[src/rtl/spike_dec_pkg.sv]
// Shared types and helpers for the spike rate decoder.
// Build option: SPIKE_DECODER_SYNC_EN (see spike_event_detect).
package spike_dec_pkg;

   localparam int unsigned CNT_W_DEF = 8;
   localparam int unsigned WCNT_W    = 24;

   typedef enum logic {
      ST_IDLE  = 1'b0,
      ST_COUNT = 1'b1
   } state_e;

   // Saturating increment; ovf is set when v is already at maxv.
   function automatic logic [31:0] sat_inc(
      input  logic [31:0] v,
      input  logic [31:0] maxv,
      output logic        ovf
   );
      ovf     = (v >= maxv);
      sat_inc = ovf ? maxv : v + 32'd1;
   endfunction

endpackage

[src/rtl/spike_dec_if.sv]
// Run/spike inputs and rate/ISI readout of the spike rate decoder.
// Build option: SPIKE_DECODER_SYNC_EN does not change this bundle.
interface spike_dec_if
   import spike_dec_pkg::*;
#(
   parameter int unsigned CNT_W = CNT_W_DEF
);

   logic             ena;
   logic             spike_in;
   logic [CNT_W-1:0] rate;
   logic             rate_valid;
   logic             rate_sat;
   logic [CNT_W-1:0] isi;
   logic             isi_valid;
   logic             running;

   modport master (
      output ena,
      output spike_in,
      input  rate,
      input  rate_valid,
      input  rate_sat,
      input  isi,
      input  isi_valid,
      input  running
   );

   modport slave (
      input  ena,
      input  spike_in,
      output rate,
      output rate_valid,
      output rate_sat,
      output isi,
      output isi_valid,
      output running
   );

endinterface

[src/rtl/spike_event_detect.sv]
// Per-cycle spike event; with SPIKE_DECODER_SYNC_EN defined the line
// first passes a reset-to-0 two-flop synchronizer.
module spike_event_detect (
`ifdef SPIKE_DECODER_SYNC_EN
   input  logic clk,
   input  logic rst_n,
`endif
   input  logic spike_i,
   output logic evt_o
);

`ifdef SPIKE_DECODER_SYNC_EN
   logic s0_q;
   logic s1_q;

   always_ff @(posedge clk or negedge rst_n) begin
      if (!rst_n) begin
         s0_q <= 1'b0;
         s1_q <= 1'b0;
      end else begin
         s0_q <= spike_i;
         s1_q <= s0_q;
      end
   end

   assign evt_o = s1_q;
`else
   assign evt_o = spike_i;
`endif

endmodule

[src/rtl/spike_rate_decoder.sv]
// Windowed spike counter plus inter-spike interval meter.
// Build option: SPIKE_DECODER_SYNC_EN adds a 2-flop input synchronizer.
module spike_rate_decoder
   import spike_dec_pkg::*;
#(
   parameter logic [23:0] WINDOW_CYCLES = 24'd10_000_000,
   parameter int unsigned CNT_W         = CNT_W_DEF
) (
   input  logic        clk,
   input  logic        rst_n,
   spike_dec_if.slave  bus
);

   localparam logic [31:0]       MAXV  = 32'((64'd1 << CNT_W) - 64'd1);
   localparam logic [CNT_W-1:0]  CMAX  = {CNT_W{1'b1}};
   localparam logic [WCNT_W-1:0] WLAST = WINDOW_CYCLES - 24'd1;

   state_e            state_q;
   logic [WCNT_W-1:0] wcnt_q;
   logic [WCNT_W-1:0] wcnt_d;
   logic [CNT_W-1:0]  acc_q;
   logic [CNT_W-1:0]  acc_d;
   logic [CNT_W-1:0]  acc_inc;
   logic [CNT_W-1:0]  icnt_q;
   logic [CNT_W-1:0]  icnt_d;
   logic [CNT_W-1:0]  rate_q;
   logic [CNT_W-1:0]  isi_q;
   logic              sat_w_q;
   logic              sat_w_d;
   logic              seen_q;
   logic              rate_sat_q;
   logic              rate_valid_q;
   logic              isi_valid_q;
   logic              running_q;
   logic              evt;
   logic              inc_ovf;
   logic              hit;
   logic              wclose;

   spike_event_detect u_evt (
`ifdef SPIKE_DECODER_SYNC_EN
      .clk     (clk),
      .rst_n   (rst_n),
`endif
      .spike_i (bus.spike_in),
      .evt_o   (evt)
   );

   always_comb begin
      inc_ovf = 1'b0;
      acc_inc = CNT_W'(sat_inc(32'(acc_q), MAXV, inc_ovf));
      hit     = evt & inc_ovf;
      acc_d   = evt ? acc_inc : acc_q;
      sat_w_d = sat_w_q | hit;
      wclose  = (wcnt_q == WLAST);
      wcnt_d  = wclose ? '0 : wcnt_q + 24'd1;
      if (evt)
         icnt_d = CNT_W'(1);
      else if (icnt_q == CMAX)
         icnt_d = icnt_q;
      else
         icnt_d = icnt_q + CNT_W'(1);
   end

   always_ff @(posedge clk or negedge rst_n) begin
      if (!rst_n) begin
         state_q      <= ST_IDLE;
         wcnt_q       <= '0;
         acc_q        <= '0;
         sat_w_q      <= 1'b0;
         icnt_q       <= '0;
         seen_q       <= 1'b0;
         rate_q       <= '0;
         rate_sat_q   <= 1'b0;
         rate_valid_q <= 1'b0;
         isi_q        <= '0;
         isi_valid_q  <= 1'b0;
         running_q    <= 1'b0;
      end else begin
         rate_valid_q <= 1'b0;
         isi_valid_q  <= 1'b0;
         unique case (state_q)
            ST_IDLE: begin
               wcnt_q  <= '0;
               acc_q   <= '0;
               sat_w_q <= 1'b0;
               icnt_q  <= '0;
               seen_q  <= 1'b0;
               if (bus.ena) begin
                  state_q   <= ST_COUNT;
                  running_q <= 1'b1;
               end
            end
            ST_COUNT: begin
               if (!bus.ena) begin
                  // Abort discards the partial window and ISI history.
                  state_q   <= ST_IDLE;
                  running_q <= 1'b0;
                  wcnt_q    <= '0;
                  acc_q     <= '0;
                  sat_w_q   <= 1'b0;
                  icnt_q    <= '0;
                  seen_q    <= 1'b0;
               end else begin
                  wcnt_q <= wcnt_d;
                  icnt_q <= icnt_d;
                  if (wclose) begin
                     rate_q       <= acc_d;
                     rate_sat_q   <= sat_w_d;
                     rate_valid_q <= 1'b1;
                     acc_q        <= '0;
                     sat_w_q      <= 1'b0;
                  end else begin
                     acc_q   <= acc_d;
                     sat_w_q <= sat_w_d;
                  end
                  if (evt) begin
                     seen_q <= 1'b1;
                     if (seen_q) begin
                        isi_q       <= icnt_q;
                        isi_valid_q <= 1'b1;
                     end
                  end
               end
            end
            default: state_q <= ST_IDLE;
         endcase
      end
   end

   assign bus.rate       = rate_q;
   assign bus.rate_valid = rate_valid_q;
   assign bus.rate_sat   = rate_sat_q;
   assign bus.isi        = isi_q;
   assign bus.isi_valid  = isi_valid_q;
   assign bus.running    = running_q;

endmodule

[src/flat_wrapper.sv]
// flat-port wrapper written by rule: the top's interface ports become plain ports
module spike_rate_decoder_flat import spike_dec_pkg::*;
#(
   parameter logic [23:0] WINDOW_CYCLES = 24'd10_000_000,
   parameter int unsigned CNT_W         = CNT_W_DEF
)
  (clk, rst_n, bus_ena, bus_spike_in, bus_rate, bus_rate_valid, bus_rate_sat, bus_isi, bus_isi_valid, bus_running);
  spike_dec_if #(.CNT_W(CNT_W)) bus_i ();
  input  logic clk;
  input  logic rst_n;
  input wire logic [$bits(bus_i.ena)-1:0] bus_ena;
  input wire logic [$bits(bus_i.spike_in)-1:0] bus_spike_in;
  output wire logic [$bits(bus_i.rate)-1:0] bus_rate;
  output wire logic [$bits(bus_i.rate_valid)-1:0] bus_rate_valid;
  output wire logic [$bits(bus_i.rate_sat)-1:0] bus_rate_sat;
  output wire logic [$bits(bus_i.isi)-1:0] bus_isi;
  output wire logic [$bits(bus_i.isi_valid)-1:0] bus_isi_valid;
  output wire logic [$bits(bus_i.running)-1:0] bus_running;
  assign bus_i.ena = bus_ena;
  assign bus_i.spike_in = bus_spike_in;
  assign bus_rate = bus_i.rate;
  assign bus_rate_valid = bus_i.rate_valid;
  assign bus_rate_sat = bus_i.rate_sat;
  assign bus_isi = bus_i.isi;
  assign bus_isi_valid = bus_i.isi_valid;
  assign bus_running = bus_i.running;
  spike_rate_decoder #(.WINDOW_CYCLES(WINDOW_CYCLES), .CNT_W(CNT_W)) u_core (.clk(clk), .rst_n(rst_n), .bus(bus_i));
endmodule
[config.mk]
export PLATFORM = sky130hd
export DESIGN_NAME = spike_rate_decoder_flat
export DESIGN_NICKNAME = d
export VERILOG_FILES = /design/src/rtl/spike_dec_pkg.sv /design/src/rtl/spike_dec_if.sv /design/src/rtl/spike_event_detect.sv /design/src/rtl/spike_rate_decoder.sv /design/src/flat_wrapper.sv
export SDC_FILE = /design/constraint.sdc
export NUM_CORES = 1
export LEC_CHECK = 0
export ABC_AREA = 1
export ABC_CLOCK_PERIOD_IN_PS = 2450
export CAP_MARGIN = 20
export CELL_PAD_IN_SITES_DETAIL_PLACEMENT = 2
export CELL_PAD_IN_SITES_GLOBAL_PLACEMENT = 2
export CORE_ASPECT_RATIO = 0.75
export CORE_MARGIN = 2
export CORE_UTILIZATION = 39
export CTS_BUF_LIST = sky130_fd_sc_hd__clkbuf_8
export DETAILED_ROUTE_END_ITERATION = 10
export PLACE_DENSITY_LB_ADDON = 0.1
export SYNTH_ARGS = -nofsm -noshare
export SYNTH_HDL_FRONTEND = slang
export SYNTH_SLANG_ARGS = --single-unit
[constraint.sdc]
create_clock -name clk -period 2.45 [get_ports clk]
set_clock_uncertainty 0.15 [all_clocks]
set_input_delay 0.735 -clock clk [delete_from_list [all_inputs] [get_ports clk]]
set_output_delay 0.735 -clock clk [all_outputs]
set_load 0.02 [all_outputs]
Yosys cells after proc, flatten, opt, wreduce, memory -nomap -nowiden

Index checks and enable logic that the tools add are counted.

Output and inout port bits: 20
Register bits: 63
Logic and storage cells: 57

Multiplexer cells: 29
$add $sub $neg: 3
Equality and inequality tests: 6
Bitwise gates (word level): 3
Reductions and logical operators: 3
Order comparisons: 1

Operators by type and width:

| cell                                                            | count |
|---|---|
| 8-bit two-way mux                                               | 7 |
| 24-bit two-way mux                                              | 2 |
| 24-bit case mux with 2 select lines                             | 1 |
| 8-bit case mux with 2 select lines                              | 2 |
| 24-bit by 1-bit adder with 24-bit output, second input constant | 1 |
| 24-bit == test, second input constant                           | 1 |
| 8-bit by 1-bit adder with 8-bit output, second input constant   | 2 |
| 1-bit two-way mux                                               | 14 |
| 8-bit == test, second input constant                            | 1 |
| 8-bit greater-or-equal comparator, second input constant        | 1 |
| 1-bit case mux with 2 select lines                              | 3 |
| 2-bit != test, second input constant                            | 2 |
| 4-bit != test, second input constant                            | 1 |
| 4-bit AND reduction                                             | 1 |
| 3-bit != test, second input constant                            | 1 |
| 3-bit AND reduction                                             | 1 |
| 2-bit AND reduction                                             | 1 |
| 1-bit bitwise AND                                               | 1 |
| 1-bit inverter                                                  | 1 |
| 1-bit bitwise OR                                                | 1 |

Logic depth before layout (Yosys ltp)

Gate-level depths: netlist of the first run.

Depth in word-level cells: 6
Mapped depth: 10
Mapped depth without buffers: 10

By module

Synthesis of the first run repeated with hierarchy kept, for this count alone.

Cells, all modules: 409
Area total of the unflattened synthesis: 3258.1 um^2

Modules (own cells, without submodules):

| module             | sequential area each (um^2) | times used | cells each | area an instance (um^2) |
|---|---|---|---|---|
| spike_rate_decoder | 1576.5                      | 1          | 408        | 3250.6 |
| spike_event_detect | 0.0                         | 1          | 1          | 7.5 |

Worst setup path before layout of the first run

OpenSTA, ideal clock, no wires.

Path type: input -> register
Start: in bus_spike_in
End: reg u_core.isi_q[5], in the netlist u_core.bus.isi[5]
Arrival: 1605 ps
Required time: 2173 ps
Buffers on the path: 2
Stages on the path: 5
Setup slack: 567 ps
Setup time: 127 ps
Cells stage by stage: buf_6 inv_4 nor3_4 buf_4 mux2_1

Cells in the longest elaborated chain, start to end: 1

RTL lines:

| item                          | line                      | RTL |
|---|---|---|
| start, declared               | flat_wrapper.sv:12        | `input wire logic [$bits(bus_i.spike_in)-1:0] bus_spike_in;` |
| 4-bit AND reduction (no line) | --                        |  |
| end signal, assigned          | spike_rate_decoder.sv:120 | `isi_q <= icnt_q;` |
| end, declared                 | spike_rate_decoder.sv:27  | `logic [CNT_W-1:0] isi_q;` |

Every way passes these cells.
A chain may end at the register's enable or synchronous reset.

Worst setup path after layout of the first run

Start: reg u_core.isi_q[0], in the netlist u_core.bus.isi[0]
End: out bus_isi[0]

RTL lines:

| item          | line               | RTL |
|---|---|---|
| end, declared | flat_wrapper.sv:16 | `output wire logic [$bits(bus_i.isi)-1:0] bus_isi;` |

No word-level cell between the ends.

==> results.ini, run 1 <==
[synth]
syn_avg_cell_area_um2=8.31
syn_nets=385
netlist_area_mm2=0.00313
synthMuxAreaShare_pct=1.44
synthTopCellsByArea=dfrtp_1, nand2_1, nor2_1, inv_1, nand3_1
synth_top_area_cell=dfrtp_1
synthTopCellsByCount=nand2_1, nor2_1, dfrtp_1, inv_1, nand3_1
synth-compound-area-share_pct=5.15
synthCells=377
synth_top_area_share_pct=50.3
yosysSeqAreaShare_pct=50.3
async_flop_share_pct=100
synth_top_family_by_area=simple AND/OR/NAND/NOR gates
yosysWarningCount=0
yosys.area_share.xor_xnor_pct=3.35
synth_simple_gate_area_share_pct=32.4
yosysUniqueCellTypes=35
synth-main-ff-cell=dfrtp_1
synth.most_common_cell=nand2_1
synth_fa_ha_area_share_pct=1.60
ys_seq_elements=63
synth_edf_count=0

[placement]
place_hpwl_um=5820
gp_congestion=0.756
port_buffers=23
dpl_cell_area_mm2=0.00351

[setup_path]
crit_type=register to output pin
cp.arrival_ps=1300
endpoint_kind=output pin
cp-start-kind=register
worst-path-max-fanout=2
crit_chain=clkdlybuf4s50_1
required_ps=1560
critPathTopFamily=buffers and inverters
cp_slowest_stage_delay_ps=610
cp_num_buf_inv=1
slowest_stage=clkdlybuf4s50_1

[detailed_routing]
drc=0
first_pass_iters=4
num_vias=2625
first_iter_violations=67
via_per_inst=5.02
post_drt_wl_per_cell_um=15.4
wirelength_um=8070
ant_nets=0

[clock_tree]
ctsHoldBuffers=0
cts-resized-gates=0
cts_tree=yes
clk_path_buf_depth=2
htreeDepth=3
postCtsSetupRepairBufs=0
cts_root_buf=clkbuf_8
cts_sinks=63
clkTransAtPathRegs_ps=70
clock_latency_ps=340
numCtsBuffers=9

[power]
clock_power_share_pct=47.5
report.power.total_w=0.00238
p_int_w=0.00183
p_seq_share_pct=45.5
swShare_pct=23.0
p_leak_nw=1.71
p_per_area_mw_per_mm2=633
comb_power_share_pct=7.0
peakVddDrop_v=0.000297
power.switching_w=0.000546

[min_path]
hold_path.class=input port to async pin

[sta]
min_period_ps=2190
tightest_slew_ps=475
period_share_pct=89.3
slew_viol_final=0
setup_viol=0
tns_ps=0
hold_viol=0
rsz0062_at_grt=no
max_freq_ghz=0.457
slew_headroom_pct=68.2

[layout]
nNetsFinal=421
areaGrowthSynthToFinish_pct=19.7
fillers=881
drive_gt1_share_pct=12.0
n_antenna_cell=0
design_area_mm2=0.00375

[floorplanning]
dieArea_mm2=0.00877
initial_core_util_pct=39.9
io_pins=24
core-area_mm2=0.00785
fp.dieH_um=81.6
placementRows=28
die_x_um=107

[run]
max-cap-violations=0

[global_routing]
grt_max_degree=64
track_usage_pct=20.6
antenna_found_initial=0
grt_pass1_vias=2864
grt-ovfl-total=0
grt_first_pass_wirelength_um=14100

[outcome]
status=finished clean

## kinds of logic after synthesis
logic type	Yosys count
adders and majority gates	4
muxes	4
AOI/OAI and AO/OA	30
and+or+nand+nor	224
buffers and inverters	40
xor gates and xnor gates	12
DFF	63
## metrics by stage
step	utilization (%)	cells	setup slack, ps	hold WS, ps
after floorplan	-	377	567	280
after global placement	44.7	507	156	301
after detailed placement	44.7	507	88.7	306
after CTS	47.8	523	236	262
after global routing	47.8	523	201	248
final	47.8	523	261	247
## cell type report
class | count | area, µm² | share of cell area (%)
repair buffers | 29 | 283 | 7.54
well taps | 105 | 131 | 3.50
clock inverters | 6 | 108 | 2.87
inverters | 36 | 139 | 3.70
clock buffers | 10 | 138 | 3.67
multi-input cells | 274 | 1380 | 36.7
flip-flops and latches | 63 | 1580 | 42.0
## path summary, 6_finish.rpt
kind	start	slack, ps	endpoint	depth (start not counted)
max	u_core.bus.isi[0]	260	bus_isi[0]	1
min reg2reg	u_core.wcnt_q[0]	310	u_core.wcnt_q[0]	1
max in group asynchronous	rst_n	1610	u_core.wcnt_q[19]	2
max reg2reg	u_core.wcnt_q[0]	520	u_core.wcnt_q[12]	8
min in group clk	u_core.wcnt_q[0]	310	u_core.wcnt_q[0]	1
min	rst_n	250	u_core.icnt_q[5]	2
## state kept, by name, indices dropped and copies added (netlist names), 8 cells and up
signal / cells
u_core.bus.isi: 8
u_core.bus.rate: 8
u_core.acc_q: 8
u_core.wcnt_q: 24
u_core.icnt_q: 8
## per-layer routing
metal | vias to the layer above | share of wire [%] | GRT usage (%)
met1 | 1337 | 49 | 26.5
li1 | 1260 | - | -
met4 | 0 | 0.40 | 3.85
met2 | 26 | 48 | 35.7
met3 | 2 | 2.7 | 5.48
met5 | - | 0 | 0
## power by group through the flow
stage / clock network [W] / registers [W] / logic (W)
after floorplan: 0 / 0.00112 / 0.0000550
after global placement: 0 / 0.00110 / 0.000163
after detailed placement: 0 / 0.00110 / 0.000169
after CTS: 0.00115 / 0.00108 / 0.000170
after global routing: 0.00119 / 0.00108 / 0.000183
final: 0.00113 / 0.00108 / 0.000166
## cell usage in the layout, fill, tap and decap left out, drive strengths merged
cell,Yosys,routed
a21oi,15,15
a22oi,1,1
a31oi,3,3
and2,4,4
and3,1,1
buf,4,7
bufinv,0,3
clkbuf,0,10
clkdlybuf4s50,0,22
clkinv,1,3
clkinvlp,0,1
dfrtp,63,63
ha,4,4
inv,35,35
mux2,4,4
nand2,104,104
nand3,22,22
nand3b,1,1
nand4,5,5
nor2,77,77
nor3,8,8
o211ai,1,1
o21ai,9,9
o21bai,1,1
or2,2,2
xnor2,3,3
xor2,9,9
Note: power is estimated with default switching activity, not from simulation.
==> run 2: changes to the inputs <==
- REMOVE_ABC_BUFFERS: default -> 1
==> results.ini, run 2 (same netlist as run 1, synthesis figures left out) <==
[sta]
hold_viol=0
hold-worst-slack_ps=240
slew_headroom_pct=65.5
tns_ps=0
period_share_pct=90.1
min_period_ps=2210
slew_viol_final=0
rsz0062_at_grt=no
max_freq_ghz=0.453
tightest_slew_ps=515
setup_viol=0
fin_ws_ps=243

[power]
peakVddDrop_v=0.000276
p_per_area_mw_per_mm2=613
comb_power_share_pct=7.4
swShare_pct=23.6
p_int_w=0.00175
p_seq_share_pct=47.2
report.power.total_w=0.00229
p_leak_nw=1.71
clock_power_share_pct=45.5
power.switching_w=0.000542

[placement]
place_hpwl_um=6430
gp_congestion=0.759
dpl_cell_area_mm2=0.00351
dpl_worst_slack_ps=35.3
port_buffers=23

[detailed_routing]
wirelength_um=9190
drc=0
post_drt_wl_per_cell_um=17.5
ant_nets=0
first_pass_iters=4
num_vias=2655
via_per_inst=5.07
first_iter_violations=99

[layout]
design_area_mm2=0.00374
drive_gt1_share_pct=11.7
largest_reg_flops=24
largest-register=u_core.wcnt_q
fillers=899
n_antenna_cell=0
final_common_cell=nand2_1
nNetsFinal=422
areaGrowthSynthToFinish_pct=19.3
mostFrequentLayoutCells=nand2_1, nor2_1, dfrtp_1

[setup_path]
cp-start-kind=register
critPathTopFamily=buffers and inverters
endpoint_kind=output pin
cp.arrival_ps=1320
worst-path-max-fanout=2
crit_chain=clkdlybuf4s50_1
slowest_stage=clkdlybuf4s50_1
cp_num_buf_inv=1
crit_type=register to output pin
cp_slowest_stage_delay_ps=610
required_ps=1560

[global_routing]
grt-ovfl-total=0
antenna_found_initial=0
grt_pass1_vias=3000
grt_max_degree=64
grt_first_pass_wirelength_um=15300
track_usage_pct=23.1

[floorplanning]
io_pins=24
core-area_mm2=0.00785
initial_core_util_pct=39.9
placementRows=28
die_x_um=107
dieArea_mm2=0.00877
fp.dieH_um=81.6

[min_path]
hold_path.class=input port to async pin

[clock_tree]
cts_root_buf=clkbuf_8
postCtsSetupRepairBufs=0
cts_tree=yes
cts-resized-gates=0
ctsHoldBuffers=0
clkTransAtPathRegs_ps=70
numCtsBuffers=9
clk_path_buf_depth=2
htreeDepth=3
cts_sinks=63
clock_latency_ps=350

[run]
max-cap-violations=0

[outcome]
status=finished clean

-- run 2: final timing paths --
| path | from | to | slack, ps | cells past startpoint |
|---|---|---|---|---|
| worst min-delay path | rst_n | u_core.wcnt_q[4] | 240 | 2 |
| min in group clk | u_core.wcnt_q[0] | u_core.wcnt_q[0] | 330 | 1 |
| worst max register to register | u_core.wcnt_q[0] | u_core.wcnt_q[15] | 420 | 8 |
| worst min register to register | u_core.wcnt_q[0] | u_core.wcnt_q[0] | 330 | 1 |
| worst max-delay path | u_core.bus.rate[2] | bus_rate[2] | 240 | 1 |
| max in group asynchronous | rst_n | u_core.bus.rate[4] | 1620 | 2 |
-- run 2: stage by stage --
step,utilization (%),std cells
after detailed placement,44.8,508
after floorplan,-,373
after global routing,47.6,524
final,47.6,524
after global placement,44.8,508
after CTS,47.6,524
-- run 2: cell type report --
class | instances | area, µm² | share of cell area [%]
clock buffers | 11 | 151 | 4.05
clock inverters | 5 | 72.6 | 1.94
inverters | 36 | 139 | 3.72
multi-input cells | 274 | 1380 | 36.8
flip-flops and latches | 63 | 1580 | 42.2
well taps | 105 | 131 | 3.52
repair buffers | 30 | 290 | 7.77
-- run 2: routing by layer --
| layer | wire, µm | global-route usage (%) | vias up |
|---|---|---|---|
| li1 | - | - | 1266 |
| met1 | 4250 | 28.7 | 1347 |
| met2 | 4620 | 40.8 | 30 |
| met3 | 182 | 4.84 | 12 |
| met4 | 142 | 7.31 | 0 |
| met5 | 0 | 0 | - |
-- run 2: power groups by stage --
stage          Sequential, W  Combinational [W]  Clock [W]
5_1_grt              0.00109           0.000187    0.00110
2_1_floorplan        0.00112          0.0000474          0
3_3_place_gp         0.00110           0.000163          0
6_report             0.00108           0.000169    0.00104
3_5_place_dp         0.00110           0.000171          0
4_1_cts              0.00108           0.000173    0.00106
==> run 3: changes to the inputs <==
- CORE_MARGIN: 2 -> default
==> results.ini, run 3 (same netlist as run 1, synthesis figures left out) <==
[floorplanning]
die_x_um=105
placementRows=27
dieArea_mm2=0.00840
fp.dieH_um=79.6
core-area_mm2=0.00757
io_pins=24
initial_core_util_pct=41.4

[placement]
place_hpwl_um=6400
gp_congestion=0.746
dp.cells=504
port_buffers=23
dpl_cell_area_mm2=0.00351

[setup_path]
worst-path-max-fanout=2
cp_slowest_stage_delay_ps=650
slowest_stage=clkdlybuf4s50_1
endpoint_kind=output pin
crit_chain=clkdlybuf4s50_1
required_ps=1560
cp_num_buf_inv=1
cp.arrival_ps=1370
crit_type=register to output pin
cp-start-kind=register
critPathTopFamily=buffers and inverters

[detailed_routing]
ant_nets=0
drc=0
post_drt_wl_per_cell_um=18.7
num_vias=2707
first_iter_violations=98
first_pass_iters=4
wirelength_um=9690
via_per_inst=5.22

[power]
report.power.total_w=0.00220
p_per_area_mw_per_mm2=592
p_leak_nw=1.69
peakVddDrop_v=0.000332

[layout]
mostFrequentLayoutCells=nand2_1, nor2_1, dfrtp_1
fillers=855
largest-register=u_core.wcnt_q
final_common_cell=nand2_1
design_area_mm2=0.00371
nNetsFinal=422
n_antenna_cell=0
drive_gt1_share_pct=11.7
areaGrowthSynthToFinish_pct=18.3
largest_reg_flops=24
final_cells=519

[global_routing]
antenna_found_initial=0
grt_first_pass_wirelength_um=16300
track_usage_pct=25.6
grt-ovfl-total=0
grt_max_degree=47
grt_pass1_vias=3148

[sta]
rsz0062_at_grt=no
period_share_pct=92.0
slew_viol_final=0
slew_headroom_pct=65.7
hold_viol=0
max_freq_ghz=0.444
tns_ps=0
setup_viol=0
min_period_ps=2250
tightest_slew_ps=512

[clock_tree]
cts-resized-gates=0
cts_root_buf=clkbuf_8
clock_latency_ps=350
numCtsBuffers=9
htreeDepth=3
clk_path_buf_depth=2
postCtsSetupRepairBufs=0
cts_sinks=63
clkTransAtPathRegs_ps=80
cts_tree=yes
ctsHoldBuffers=0

[run]
max-cap-violations=0

[outcome]
status=finished clean

[min_path]
hold_path.class=input port to async pin

## run 3: cell count changes in the layout (fill, tap and decap cells not counted), sizes merged
cell	before	now
inv	37	36
bufinv	2	1
clkinvlp	0	1
## run 3: path summary, 6_finish.rpt
kind | from | to | slack, ps | cells past startpoint
worst min register to register | u_core.bus.rate[5] | u_core.bus.rate[5] | 340 | 2
worst max-delay path | u_core.bus.rate[1] | bus_rate[1] | 200 | 1
worst max register to register | u_core.wcnt_q[0] | u_core.acc_q[2] | 350 | 8
max in group asynchronous | rst_n | u_core.wcnt_q[15] | 1350 | 2
min in group clk | u_core.bus.rate[5] | u_core.bus.rate[5] | 340 | 2
worst min-delay path | rst_n | u_core.wcnt_q[11] | 180 | 1
## run 3: final cells by class
cell class / instances / area [µm²] / area share (%)
flip-flops and latches: 63 / 1580 / 42.5
multi-input cells: 274 / 1380 / 37.1
repair buffers: 30 / 290 / 7.83
clock buffers: 11 / 151 / 4.09
inverters: 36 / 139 / 3.75
well taps: 101 / 126 / 3.41
clock inverters: 4 / 46.3 / 1.25
## run 3: per-stage QoR
stage          hold slack [ps]  utilization [%]  setup WS, ps
2_1_floorplan              283                -           669
3_3_place_gp               307             46.4           132
3_5_place_dp               328             46.4          42.5
4_1_cts                    193             49.0           204
5_1_grt                    203             49.0           172
6_report                   183             49.0           196
## run 3: where the power goes
group | internal, W | switching, W
Sequential | 0.00107 | 0.0000172
Clock | 0.000515 | 0.000428
Combinational | 0.0000648 | 0.000105
## run 3: per-layer routing
| layer | vias to the layer above | global-route usage, % | routed length [µm] |
|---|---|---|---|
| met5 | - | 0 | 0 |
| met4 | 0 | 7.64 | 190 |
| met3 | 20 | 6.61 | 300 |
| met2 | 46 | 45.9 | 4870 |
| met1 | 1383 | 30.4 | 4330 |
| li1 | 1258 | - | - |
